==> config.mk <==
export PLATFORM = sky130hd
export DESIGN_NAME = saturating_accumulator
export DESIGN_NICKNAME = d
export VERILOG_FILES = /design/src/rtl/saturating_accumulator.sv
export SDC_FILE = /design/constraint.sdc
export NUM_CORES = 1
export LEC_CHECK = 0
export CORE_ASPECT_RATIO = 1.25
export CORE_MARGIN = 2
export CORE_UTILIZATION = 25
export DETAILED_ROUTE_END_ITERATION = 6
export GPL_TIMING_DRIVEN = 0
export MAX_ROUTING_LAYER = met4
export PLACE_DENSITY = 0.4
export SETUP_SLACK_MARGIN = 0.3
export SLEW_MARGIN = 0
export SYNTH_ARGS = -nofsm -noshare
export SYNTH_HDL_FRONTEND = slang
export SYNTH_SLANG_ARGS = --single-unit
export TNS_END_PERCENT = 100
==> constraint.sdc <==
create_clock -name clock -period 6.5 [get_ports clock]
set_input_delay 0.975 -clock clock [delete_from_list [all_inputs] [get_ports clock]]
set_output_delay 0.975 -clock clock [all_outputs]
set_load 0.005 [all_outputs]
==> src/rtl/saturating_accumulator.sv <==
// rtl/saturating_accumulator.sv - multi-channel time-multiplexed saturating accumulator
//
// Purpose: each accepted input beat is added to (or subtracted from) the running
// sum of its channel; the result is clipped to [satn, satp], stored, and emitted
// on a single-entry registered output stream with one cycle of latency.
//
// Ports:
//   clock, reset                      rising-edge clock, synchronous active-high reset
//   data_in, data_in_dest             signed sample and its target channel
//   data_in_valid, data_in_ready      input handshake (ready is combinational)
//   subtract, load                    per-beat operation modifiers
//   satp, satn                        signed saturation window (quasi-static)
//   data_out, data_out_dest           saturated accumulator value and its channel
//   data_out_valid, data_out_ready    output handshake
//   sat_flags, sat_flags_clear        sticky per-channel clip indicators and their clear

module saturating_accumulator #(
    parameter int DATA_WIDTH = 32,
    parameter int N_CHANNELS = 4,
    parameter int DEST_WIDTH = (N_CHANNELS > 1) ? $clog2(N_CHANNELS) : 1
) (
    input  logic                         clock,
    input  logic                         reset,
    input  logic signed [DATA_WIDTH-1:0] data_in,
    input  logic        [DEST_WIDTH-1:0] data_in_dest,
    input  logic                         data_in_valid,
    output logic                         data_in_ready,
    input  logic                         subtract,
    input  logic                         load,
    input  logic signed [DATA_WIDTH-1:0] satp,
    input  logic signed [DATA_WIDTH-1:0] satn,
    output logic signed [DATA_WIDTH-1:0] data_out,
    output logic        [DEST_WIDTH-1:0] data_out_dest,
    output logic                         data_out_valid,
    input  logic                         data_out_ready,
    output logic        [N_CHANNELS-1:0] sat_flags,
    input  logic                         sat_flags_clear
);

    localparam int IDX_W = (N_CHANNELS > 1) ? $clog2(N_CHANNELS) : 1;

    logic signed [DATA_WIDTH-1:0] acc [N_CHANNELS];

    logic                         accept;
    logic                         dest_ok;
    logic                         write;
    logic        [IDX_W-1:0]      idx;
    logic signed [DATA_WIDTH:0]   base;
    logic signed [DATA_WIDTH:0]   operand;
    logic signed [DATA_WIDTH:0]   sum;
    logic signed [DATA_WIDTH:0]   satp_x;
    logic signed [DATA_WIDTH:0]   satn_x;
    logic                         clip_hi;
    logic                         clip_lo;
    logic signed [DATA_WIDTH-1:0] result;
    logic        [N_CHANNELS-1:0] set_vec;

    // The output register is the only buffer, so new input is possible
    // exactly when it is empty or being drained this cycle.
    assign data_in_ready = !data_out_valid || data_out_ready;
    assign accept        = data_in_valid && data_in_ready;
    assign dest_ok       = (32'(data_in_dest) < N_CHANNELS);
    assign write         = accept && dest_ok;

    always_comb begin
        idx     = '0;
        if (dest_ok) begin
            idx = IDX_W'(data_in_dest);
        end
        // One guard bit keeps the raw sum exact, including subtracting the
        // most negative sample, so clipping sees the true value.
        base    = load ? '0 : {acc[idx][DATA_WIDTH-1], acc[idx]};
        operand = {data_in[DATA_WIDTH-1], data_in};
        sum     = subtract ? (base - operand) : (base + operand);
        satp_x  = {satp[DATA_WIDTH-1], satp};
        satn_x  = {satn[DATA_WIDTH-1], satn};
        clip_hi = (sum > satp_x);
        clip_lo = (sum < satn_x);
        // Upper limit has priority, which defines behaviour for satp < satn.
        if (clip_hi) begin
            result = satp;
        end else if (clip_lo) begin
            result = satn;
        end else begin
            result = sum[DATA_WIDTH-1:0];
        end
        set_vec = '0;
        if (write) begin
            set_vec[idx] = clip_hi || clip_lo;
        end
    end

    always_ff @(posedge clock) begin
        if (reset) begin
            for (int i = 0; i < N_CHANNELS; i++) begin
                acc[i] <= '0;
            end
            data_out       <= '0;
            data_out_dest  <= '0;
            data_out_valid <= 1'b0;
            sat_flags      <= '0;
        end else begin
            if (write) begin
                acc[idx]       <= result;
                data_out       <= result;
                data_out_dest  <= data_in_dest;
                data_out_valid <= 1'b1;
            end else if (data_out_ready) begin
                data_out_valid <= 1'b0;
            end
            // A flag being set this cycle survives a simultaneous clear.
            sat_flags <= (sat_flags_clear ? '0 : sat_flags) | set_vec;
        end
    end

endmodule

# Yosys cells after proc, flatten, opt, wreduce, memory -nomap -nowiden

Memory sizes are Yosys's and may differ from the RTL's.
Cells that the tools add are included.

$add $sub $neg: 2
$lt $le $gt $ge: 4
Mux-type cells: 18
Bitwise logic cells: 2
Reduce and logical (&&, ||, !) cells: 7

Operators by type and width:

| kind                 | number |
|---|---|
| $mux W32             | 3 |
| $mux W33             | 2 |
| $add A33 B32 Y33     | 1 |
| $gt A33 B32 Y1       | 1 |
| $lt A33 B32 Y1       | 1 |
| $sub A33 B32 Y33     | 1 |
| $reduce_or A32 Y1    | 1 |
| $mux W1              | 9 |
| $mux W4              | 2 |
| $and A4 B4 Y4        | 1 |
| $or A4 B4 Y4         | 1 |
| $lt A2 B3 Y1 const B | 1 |
| $demux W1 S2         | 1 |
| $ge A2 B1 Y1 const B | 1 |
| $logic_and A1 B1 Y1  | 2 |
| $logic_or A1 B1 Y1   | 2 |
| $mux W2              | 1 |
| $reduce_bool A2 Y1   | 1 |
| $logic_not A1 Y1     | 1 |

Bits in registers: 39
Bits in writable memories: 128
Word-level logic and storage cells: 38
Memories: 1

Memories:

| memory | depth | width | read ports | clocked after memory_dff | write ports | line | text |
|---|---|---|---|---|---|---|---|
| acc    | 4     | 32    | 1          | 0                        | 4           | 42   | `logic signed [DATA_WIDTH-1:0] acc [N_CHANNELS];` |

# Logic depth before layout (Yosys ltp)

Gate-level depths: netlist of run 1.
An unclocked memory read counts as a cell.

Depth in word-level cells: 9
Gate-level depth with buffers: 30
Gate-level depth less buffers: 27

# Least setup slack after synthesis of run 1

OpenSTA, ideal clock, no wires.

Path kind: input to register
Start point: input port data_in_dest[0]
End point: memory acc[0][0] (data pin)
Setup time: 0.266 ns
Arrival time: 6.823 ns
Required time: 6.234 ns
Path slack: -0.589 ns
Stages: 25
Path buffers: 5
Cells stage by stage: buf_1 buf_1 mux4_2 nor2b_1 ha_1 buf_2 a21o_1 a21o_1 o21ai_1 nor2_1 o31ai_1 nand2_1 a31oi_1 o21ai_0 xnor2_1 ha_1 nand4_1 or4_1 o2bb2ai_1 o21ai_1 mux2_2 buf_2 buf_2 o22ai_1 nor2_1

RTL lines:

| element            | line | text |
|---|---|---|
| start: declaration | 25   | `input logic [DEST_WIDTH-1:0] data_in_dest,` |
| end: declaration   | 42   |  |

==> impl_results.md, run 1 <==
* Hold_ws at 0.4579 ns
* Vias in the first global route at 10.58k
* Largest net degree at the start of global routing at 21
* Top_reg_cell synth: edfxtp_1
* Mapped Area at 0.01162 mm2
* H-tree levels at 4
* Power Density at 300.8 mW/mm2
* CTS tree: built
* # IOs at 145
* Clock-pin transition on the worst setup and hold timing paths at 0.06 ns
* Syn_nets at 1446
* Seq/Total Area, Yosys at 39.80%
* Die height at 245.0 um
* Yosys reg bits at 167
* CP max stage delay at 0.58 ns
* Peak supply drop at 0.1971 mV
* NumNets Final at 1718
* Die Width at 196.8 um
* Min Tclk post-route at 6.440 ns
* Die area at 0.04823 mm2
* DRT Pass-1 Iters at 5
* CP startpoint kind: primary input
* Skew final at 0.009726 ns
* Warnings from Yosys at 0
* Core area at 0.04602 mm2
* IO buf count at 143
* CP max stage cell: or4_4
* Max cap viols at 0
* DP Worst Slack at -2.504 ns
* Initial antenna violation count at 0
* CTS Root Cell: clkbuf_16
* Average size of a mapped cell at 9.356 um2
* Global-route wire length before repair at 66770 um
* Relative slew slack at 42.39%
* Setup-failing EPs final at 0
* Final Hold Fails at 0
* Final ANT Viol Nets at 0
* DR iter-0 viols at 645
* CTS sink cnt at 167
* Final cell area excluding filler cells at 0.01708 mm2
* Crit path max fanout at 8
* WP buf/inv at 6
* Data required, critical path at 6.67 ns
* Worst setup slack after layout at 0.05956 ns
* Final WL at 45600 um
* Row count at 88
* Initial core utilization at 25.25%
* Count of final max-slew check failures at 0
* Post-synth EDFFs at 128
* Pleak at 6.805 nW
* Total Power at 5.138 mW
* Via count at 10.30k
* FMAX at 0.1553 GHz
* Post-detailed-route wirelength per cell at 21.59 um
* WS Path Type: in2reg
* Worst path arrival time at 6.61 ns
* Total grt overflow at 0
* Maximum clock insertion buffer count at 2
* Final Cycle Share at 99.08%
* All-Layer GR Usage at 19.34%
* Ys async rst share at 0%
* Crit path capture type: register
* Residual DRC at 0
* Status: finished clean
* Share of layout cells above drive strength 1 at 27.96%
* Most frequent cells in the layout: nor2_1 (167), edfxtp_1 (128), clkdlybuf4s50_1 (121)
* Synth Instances at 1242
* Clk Latency, worst-skew pair at 0.44 ns
* Num CTS Buffers at 17
* Worst slew pin tran at 0.8641 ns
* GP Congestion at 0.8214
* Top delay family on crit path: simple AND/OR/NAND/NOR gates
* Commonest non-fill, non-tap cell in the layout: nor2_1
* Unique masters post-synth at 71
* Placement-stage cell area at 0.01398 mm2
* HP Class: reg2reg
* N_diodes at 0
* DPL Wire Length at 34580 um
* Unrepaired setup endpoints after global routing: yes
* Synth-to-Final Area Change at 46.98%
* Detail-routed via count per cell at 4.878
-- layout make-up --
type	count	area, um2
fillers	4660	28950
repair buffers	253	2474
multi-input cells	933	7800
inverters	84	330.3
plain buffers	58	520.5
clock buffers	22	508.0
clock inverters	10	90.09
well taps	585	732.0
flip-flops and latches	167	4624
-- final timing paths --
check	startpoint	endpoint	slack (ns)	cells after the start
max reg2reg	acc[3][11]	acc[0][31]	0.68	23
min	data_out[5]	data_out[5]	0.46	2
max	data_in[0]	acc[0][31]	0.06	29
min reg2reg	data_out[5]	data_out[5]	0.46	2
-- report_power, final --
group / total [mW] / leakage [nW] / internal [mW] / switching, mW
sequential: 1.33 / 1.66 / 1.28 / 0.0481
clock: 1.03 / 0.289 / 0.594 / 0.434
combinational: 2.78 / 4.86 / 1.25 / 1.54
-- synthesized netlist by cell type, types with 4 or more instances --
cell type  instances  area [um2]
a211o_1            5       43.79
a211oi_1           5       37.54
xnor2_1           46       402.9
nor2b_1           38       237.7
a211oi_2           5       62.56
o211ai_1          11       82.58
or3_1              4       25.02
nand2_1           93       349.1
xor2_1            10       87.58
inv_1             83       311.6
a31o_2            17       148.9
a21oi_1           86       430.4
o21a_1             9       67.56
a31oi_1            9       56.30
mux4_2            31       698.2
clkbuf_1          41       153.9
nor2_1           198       743.2
nor3_1            27       135.1
edfxtp_1         128        3844
nand2b_1          14       87.58
nand4_1           11       68.82
o21ai_0           43       215.2
nor4_1             8       50.05
nand3_1           34       170.2
mux2i_1            7       70.07
dfxtp_1           39       780.8
nor3b_1            4       30.03
and3_1            11       68.82
a21o_1            20       150.1
buf_1              4       15.01
o31ai_1            4       30.03
o22ai_1            4       25.02
buf_2             12       60.06
o21ai_1           26       130.1
and2_1             6       37.54
ha_1              98        1226
-- through the flow --
stage | TNS (ns) | instances | utilization [%]
global route | -2.029 | 2112 | 37.11
CTS | 0 | 2080 | 35.18
detailed placement | -350.87 | 1974 | 30.39
finish | 0 | 2112 | 37.11
floorplan | 0 | 1242 | -
global placement | -365.67 | 1970 | 30.14
-- registers in the layout (all words and copies together) (netlist names) --
name and flops:
data_out_valid 1, acc 128, sat_flags 4, data_out_dest 2, data_out 32
-- worst reg2reg max path, stage by stage, from the launching register on --
cell and delay, ns:
edfxtp_1 0.37, mux4_2 0.48, nor2b_2 0.21, ha_1 0.29, buf_4 0.14, and4_4 0.25
nand2_1 0.06, a211o_1 0.31, and3b_2 0.26, o21ai_4 0.22, o21a_1 0.20, buf_4 0.12
buf_6 0.08, o211ai_1 0.12, ha_1 0.32, nand4_1 0.17, or4_4 0.58, o2bb2ai_4 0.15
o21ai_2 0.14, mux2_4 0.39, and2_4 0.22, a211oi_4 0.26, buf_12 0.17, nor2_4 0.05
-- layer usage --
| metal | global-route usage (%) | part of all wire [%] | wire length (um) | up-vias |
|---|---|---|---|---|
| met5 | - | 0 | 0 | - |
| met4 | 4.578 | 1.8 | 811 | 0 |
| met3 | 1.937 | 2.8 | 1275 | 41 |
| met2 | 33.54 | 51 | 23330 | 189 |
| met1 | 24.23 | 44 | 20180 | 5054 |
| li1 | - | - | - | 5019 |
-- timing repair --
action / 4_1_cts / 5_1_grt
cloned: 1 / 3
setup buffers: 73 / 29
endpoints found under the setup margin: 164 / 164
resized for setup: 283 / 145
pin swaps: 101 / 100
hold buffers: 0 / 0
-- cells by family (layout without fill, tap and decap cells) --
logic type / count (synthesis) / in the layout / share of synthesized area [%]
AND/OR/NAND/NOR: 466 / 466 / 18.61
AO/OA/AOI/OAI: 271 / 271 / 15.02
adder cells (fa/ha/maj): 99 / 99 / 10.72
multiplexers: 41 / 41 / 6.902
flip-flops: 167 / 167 / 39.80
XOR/XNOR: 56 / 56 / 4.221
buffers and inverters: 142 / 427 / 4.727
Power figures use the tool's default switching activity.
==> run 2, diff against run 1 <==
CTS_BUF_LIST = sky130_fd_sc_hd__clkbuf_16   (was default)
==> impl_results.md, run 2 (synthesized netlist as in run 1, its figures left out) <==
* Final ANT Viol Nets at 0 (unchanged)
* CTS sink cnt at 167 (unchanged)
* Hold Buf Count CTS at 0 (unchanged)
* CTS Root Cell: clkbuf_16 (unchanged)
* Final Hold Fails at 0 (unchanged)
* Final cell area excluding filler cells at 0.01708 mm2 (unchanged)
* NumNets Final at 1718 (unchanged)
* Power Density at 300.4 mW/mm2 (was 300.8 mW/mm2)
* Via count at 10.31k (was 10.30k)
* Die height at 245.0 um (unchanged)
* Crit path capture type: register (unchanged)
* Final Cycle Share at 99.08% (about the same)
* Skew final at 0.01087 ns (was 0.009726 ns)
* Largest register by flop count: acc (unchanged)
* Commonest non-fill, non-tap cell in the layout: nor2_1 (unchanged)
* Total grt overflow at 0 (unchanged)
* R2R cell count at 23 (unchanged)
* Worst slew pin tran at 0.8725 ns (was 0.8641 ns)
* CP max stage cell: or4_4 (unchanged)
* Hold_ws at 0.4579 ns (unchanged)
* Clk Latency, worst-skew pair at 0.44 ns (about the same)
* DRT Pass-1 Iters at 5 (unchanged)
* Placement-stage cell area at 0.01398 mm2 (unchanged)
* Total negative setup slack at 0 ns (unchanged)
* Vias in the first global route at 10.58k (unchanged)
* Largest net degree at the start of global routing at 21 (unchanged)
* Multi-input gate area at 0.007800 mm2 (unchanged)
* H-tree levels at 4 (unchanged)
* Worst r2r dst: acc[0][31] (unchanged)
* Max reg flops at 128 (unchanged)
* Seq. cell area at 0.004624 mm2 (unchanged)
* Largest regs: acc x128, data_out x32, sat_flags x4 (unchanged)
* Detail-routed via count per cell at 4.883 (was 4.878)
* Worst hold path depth at 2 (unchanged)
* All-Layer GR Usage at 19.34% (unchanged)
* Initial core utilization at 25.25% (unchanged)
* Synth-to-Final Area Change at 46.98% (unchanged)
* DR iter-0 viols at 649 (was 645)
* Share of layout cells above drive strength 1 at 27.96% (unchanged)
* Die Width at 196.8 um (unchanged)
* DPL Wire Length at 34580 um (unchanged)
* CTS tree: built (unchanged)
* Hold Crit Start: data_out[5] (unchanged)
* CP startpoint kind: primary input (unchanged)
* FMAX at 0.1553 GHz (about the same)
* # IOs at 145 (unchanged)
* Fillers at 4660 (unchanged)
* GP Congestion at 0.8214 (unchanged)
* Num CTS Buffers at 17 (unchanged)
* Final WL at 45630 um (was 45600 um)
* Maximum clock insertion buffer count at 2 (unchanged)
* Post-detailed-route wirelength per cell at 21.60 um (was 21.59 um)
* Initial antenna violation count at 0 (unchanged)
* HP Class: reg2reg (unchanged)
* Count of final max-slew check failures at 0 (unchanged)
* Global-route wire length before repair at 66770 um (unchanged)
* CP max stage delay at 0.58 ns (about the same)
* Min Tclk post-route at 6.440 ns (about the same)
* Hold path endpoint: data_out[5] (unchanged)
* Unrepaired setup endpoints after global routing: yes (unchanged)
* Max cap viols at 0 (unchanged)
* Row count at 88 (unchanged)
* Crit path max fanout at 8 (unchanged)
* Most frequent cells in the layout: nor2_1 (167), edfxtp_1 (128), clkdlybuf4s50_1 (121) (unchanged)
* WS Path Type: in2reg (unchanged)
* Pleak at 6.813 nW (was 6.805 nW)
* Status: finished clean (unchanged)
* Reg2Reg Setup Slack at 0.68 ns (about the same)
* Clock-pin transition on the worst setup and hold timing paths at 0.06 ns (about the same)
* Peak supply drop at 0.1968 mV (was 0.1971 mV)
* Die area at 0.04823 mm2 (unchanged)
* Residual DRC at 0 (unchanged)
* Relative slew slack at 41.84% (was 42.39%)
* Setup-failing EPs final at 0 (unchanged)
* Data required, critical path at 6.67 ns (about the same)
* IO buf count at 143 (unchanged)
* RR Startpoint: acc[3][11] (unchanged)
* N_diodes at 0 (unchanged)
* Core area at 0.04602 mm2 (unchanged)
* Worst path arrival time at 6.61 ns (about the same)
-- run 2: cell type report --
type                            count  share of cell area, %
Inverter                           84                  1.934
Buffer                             58                  3.048
Timing Repair Buffer              253                  14.48
Tap cell                          585                  4.286
Sequential cell                   167                  27.08
Multi-Input combinational cell    933                  45.67
Clock buffer                       20                  2.930
Clock inverter                     12                 0.5714
-- run 2: worst max path at each step --
stage	cells after the start	startpoint	slack, ns	to
final	29	data_in[0]	0.06	acc[0][31]
after global placement	24	data_in_dest[0]	-2.42	acc[1][31]
after CTS	28	data_in[1]	0.17	acc[2][31]
after global routing	26	data_in[3]	-0.06	acc[0][0]
after floorplan	25	data_in[1]	0.32	acc[0][24]
after detailed placement	25	data_in_dest[1]	-2.50	acc[0][31]
-- run 2: report_power, final --
group	switching (mW)	leakage, nW	internal [mW]
combinational	1.53	4.86	1.25
sequential	0.0483	1.66	1.28
clock	0.435	0.297	0.591
-- run 2: per-layer routing --
layer  GRT usage (%)  wire length (um)  vias up
met5               -                 0        -
met4           4.578               810        0
met3           1.937              1380       41
met2           33.54             23330      200
met1           24.23             20100     5056
li1                -                 -     5016
-- run 2: metrics by stage --
step                      cells  utilization, %  setup WS [ns]  power, mW
after global placement     1970           30.14         -2.424      3.260
final                      2112           37.11        0.05953      5.131
after CTS                  2080           35.18         0.1718      4.858
after floorplan            1242               -         0.3210      2.488
after global routing       2112           37.11       -0.05527      5.406
after detailed placement   1974           30.39         -2.504      3.269
-- run 2: timing repair --
action / CTS / global route
endpoints found under the hold margin: 0 / 0
resized for setup: 283 / 145
pin swaps: 101 / 100
gates cloned: 1 / 3
buffers inserted: 73 / 29
endpoints found under the setup margin: 164 / 164
-- run 2: worst max-delay path: cells and delay by family --
kind	cells	cell delay, ns
AND/OR/NAND/NOR	8	1.92
AO/OA/AOI/OAI	10	1.76
buffers and inverters	6	0.72
adder cells (fa/ha/maj)	3	0.59
multiplexers	1	0.39
XOR/XNOR	1	0.22
==> run 3, diff against run 2 <==
PLACE_DENSITY = 0.38   (was 0.4)
clock period = 7.3 ns   (was 6.5 ns; I/O delays follow)
==> impl_results.md, run 3 (synthesized netlist as in run 1, its figures left out) <==
* Fillers at 4747 (was 4660)
* Pleak at 6.403 nW (was 6.813 nW)
* Worst hold path depth at 2 (unchanged)
* Die height at 245.0 um (unchanged)
* Met2 wire len at 22360 um (was 23330 um)
* Final WL at 44850 um (was 45630 um)
* Clk Latency, worst-skew pair at 0.44 ns (about the same)
* Final ANT Viol Nets at 0 (unchanged)
* All-Layer GR Usage at 19.22% (was 19.34%)
* DPL Wire Length at 35120 um (was 34580 um)
* N_diodes at 0 (unchanged)
* Most frequent cells in the layout: nor2_1 (193), edfxtp_1 (128), clkdlybuf4s50_1 (125) (was nor2_1 (167), edfxtp_1 (128), clkdlybuf4s50_1 (121))
* Global-route wire length before repair at 65690 um (was 66770 um)
* Vias in the first global route at 10.39k (was 10.58k)
* Placement-stage cell area at 0.01390 mm2 (was 0.01398 mm2)
* Peak supply drop at 0.1538 mV (was 0.1968 mV)
* FMAX at 0.1478 GHz
* Relative slew slack at 48.71% (was 41.84%)
* WP depth at 27 (was 29)
* Clock-pin transition on the worst setup and hold timing paths at 0.06 ns (about the same)
* Max reg flops at 128 (unchanged)
* R2R cell count at 23 (unchanged)
* Power Density at 260.2 mW/mm2 (was 300.4 mW/mm2)
* Post-detailed-route wirelength per cell at 21.84 um (was 21.60 um)
* Via count at 10.07k (was 10.31k)
* Residual DRC at 0 (unchanged)
* Largest regs: acc x128, data_out x32, sat_flags x4 (unchanged)
* Initial core utilization at 25.25% (unchanged)
* Max cap viols at 0 (unchanged)
* CTS sink cnt at 167 (unchanged)
* Num CTS Buffers at 17 (unchanged)
* CP max stage cell: or4_4 (unchanged)
* Status: finished clean (unchanged)
* Largest register by flop count: acc (unchanged)
* Total grt overflow at 0 (unchanged)
* CP max stage delay at 0.58 ns (about the same)
* Row count at 88 (unchanged)
* DR WL met3 at 1161 um (was 1380 um)
* GP Congestion at 0.8444 (was 0.8214)
* Top routing layer used: met4 (unchanged)
* Setup-failing EPs final at 0 (unchanged)
* Core area at 0.04602 mm2 (unchanged)
* Multi-input gate area at 0.007146 mm2 (was 0.007800 mm2)
* Maximum clock insertion buffer count at 2 (unchanged)
* Final cell area excluding filler cells at 0.01566 mm2 (was 0.01708 mm2)
* Top delay family on crit path: compound AO/OA/AOI/OAI gates (was simple AND/OR/NAND/NOR gates)
* Initial antenna violation count at 1 (was 0)
* Final Cycle Share at 92.70%
* Crit path capture type: register (unchanged)
* Detail-routed via count per cell at 4.904 (was 4.883)
* Count of final max-slew check failures at 0 (unchanged)
* Worst path arrival time at 7.07 ns (was 6.61 ns)
* Min Tclk post-route at 6.767 ns
* Total Power at 4.076 mW (was 5.131 mW)
* # IOs at 145 (unchanged)
* Skew final at 0.007694 ns (was 0.01087 ns)
* Hold Buf Count CTS at 0 (unchanged)
* Commonest non-fill, non-tap cell in the layout: nor2_1 (unchanged)
* Crit path max fanout at 10 (was 8)
* IO buf count at 143 (unchanged)
* NumNets Final at 1660 (was 1718)
* Worst slew pin tran at 0.7694 ns (was 0.8725 ns)
* H-tree levels at 4 (unchanged)
* Die area at 0.04823 mm2 (unchanged)
* DR iter-0 viols at 652 (was 649)
* HP Class: reg2reg (unchanged)
* WS Path Type: in2reg (unchanged)
* Final Hold Fails at 0 (unchanged)
* WP buf/inv at 6 (unchanged)
* Met1 WL at 20380 um (was 20100 um)
* Die Width at 196.8 um (unchanged)
* Unrepaired setup endpoints after global routing: no (was yes)
* Synth-to-Final Area Change at 34.78% (was 46.98%)
* Data required, critical path at 7.60 ns (was 6.67 ns)
* CTS Root Cell: clkbuf_16 (unchanged)
* Seq. cell area at 0.004624 mm2 (unchanged)
* DRT Pass-1 Iters at 5 (unchanged)
* CP startpoint kind: primary input (unchanged)
* CTS tree: built (unchanged)
* Largest net degree at the start of global routing at 23 (was 21)
* Share of layout cells above drive strength 1 at 17.77% (was 27.96%)
[run 3: cell types whose count changed in the layout (fill, tap and decap cells not counted), moves of 9 or more]
cell            previous run  this run
buf_4                     94        48
a21oi_1                   58        71
dlymetal6s2s_1             0        13
ha_4                      12         1
buf_6                     18         9
buf_12                    16         5
nor2_1                   167       193
nor2_2                    26         4
a21oi_2                   21        11
ha_1                      81        93
[run 3: cell type report]
| class | count | share of cell area [%] |
|---|---|---|
| tap | 585 | 4.674 |
| sequential | 167 | 29.53 |
| multi-input combinational | 933 | 45.63 |
| clock inverter | 13 | 0.3835 |
| clock buffer | 19 | 3.036 |
| inverter | 84 | 2.013 |
| timing repair buffer | 195 | 12.26 |
| buffer | 58 | 2.477 |
[run 3: what timing repair did]
item                                    4_1_cts  5_1_grt
buffers inserted                             27       21
endpoints found under the setup margin      164      164
pin swaps                                    35       50
gates resized for setup                     144       82
[run 3: where the power goes]
| part | internal, mW | switching, mW |
|---|---|---|
| Combinational | 0.831 | 1.23 |
| Clock | 0.464 | 0.372 |
| Sequential | 1.14 | 0.0415 |
[run 3: worst paths after layout]
check,from,to,slack (ns)
min,data_out[4],data_out[4],0.46
max,data_in_dest[0],data_out[29],0.53
max reg2reg,acc[2][5],data_out[29],1.32
min reg2reg,data_out[4],data_out[4],0.46
[run 3: tightest hold or removal path, delay by kind of cell (launching register included)]
kind | cells | cell delay (ns)
DFF | 1 | 0.31
and+or+nand+nor | 1 | 0.06
AOI/OAI and AO/OA | 1 | 0.05
[run 3: per-stage QoR]
step                      TNS (ns)  util (%)  hold slack (ns)  setup slack, ns  instances
after floorplan                  0         -           0.4527           0.3214       1242
after global placement     -399.46     29.95           0.4510           -2.660       1970
after detailed placement   -383.77     30.20           0.4565           -2.712       1974
after CTS                        0     33.10           0.4653           0.3004       2033
after global routing             0     34.03           0.4803           0.2895       2054
final                            0     34.03           0.4633           0.5330       2054
[run 3: layer usage]
metal	GRT usage, %	up-vias
met5	-	-
met4	5.330	0
met3	1.937	43
met2	32.84	203
met1	24.16	4920
li1	-	4907
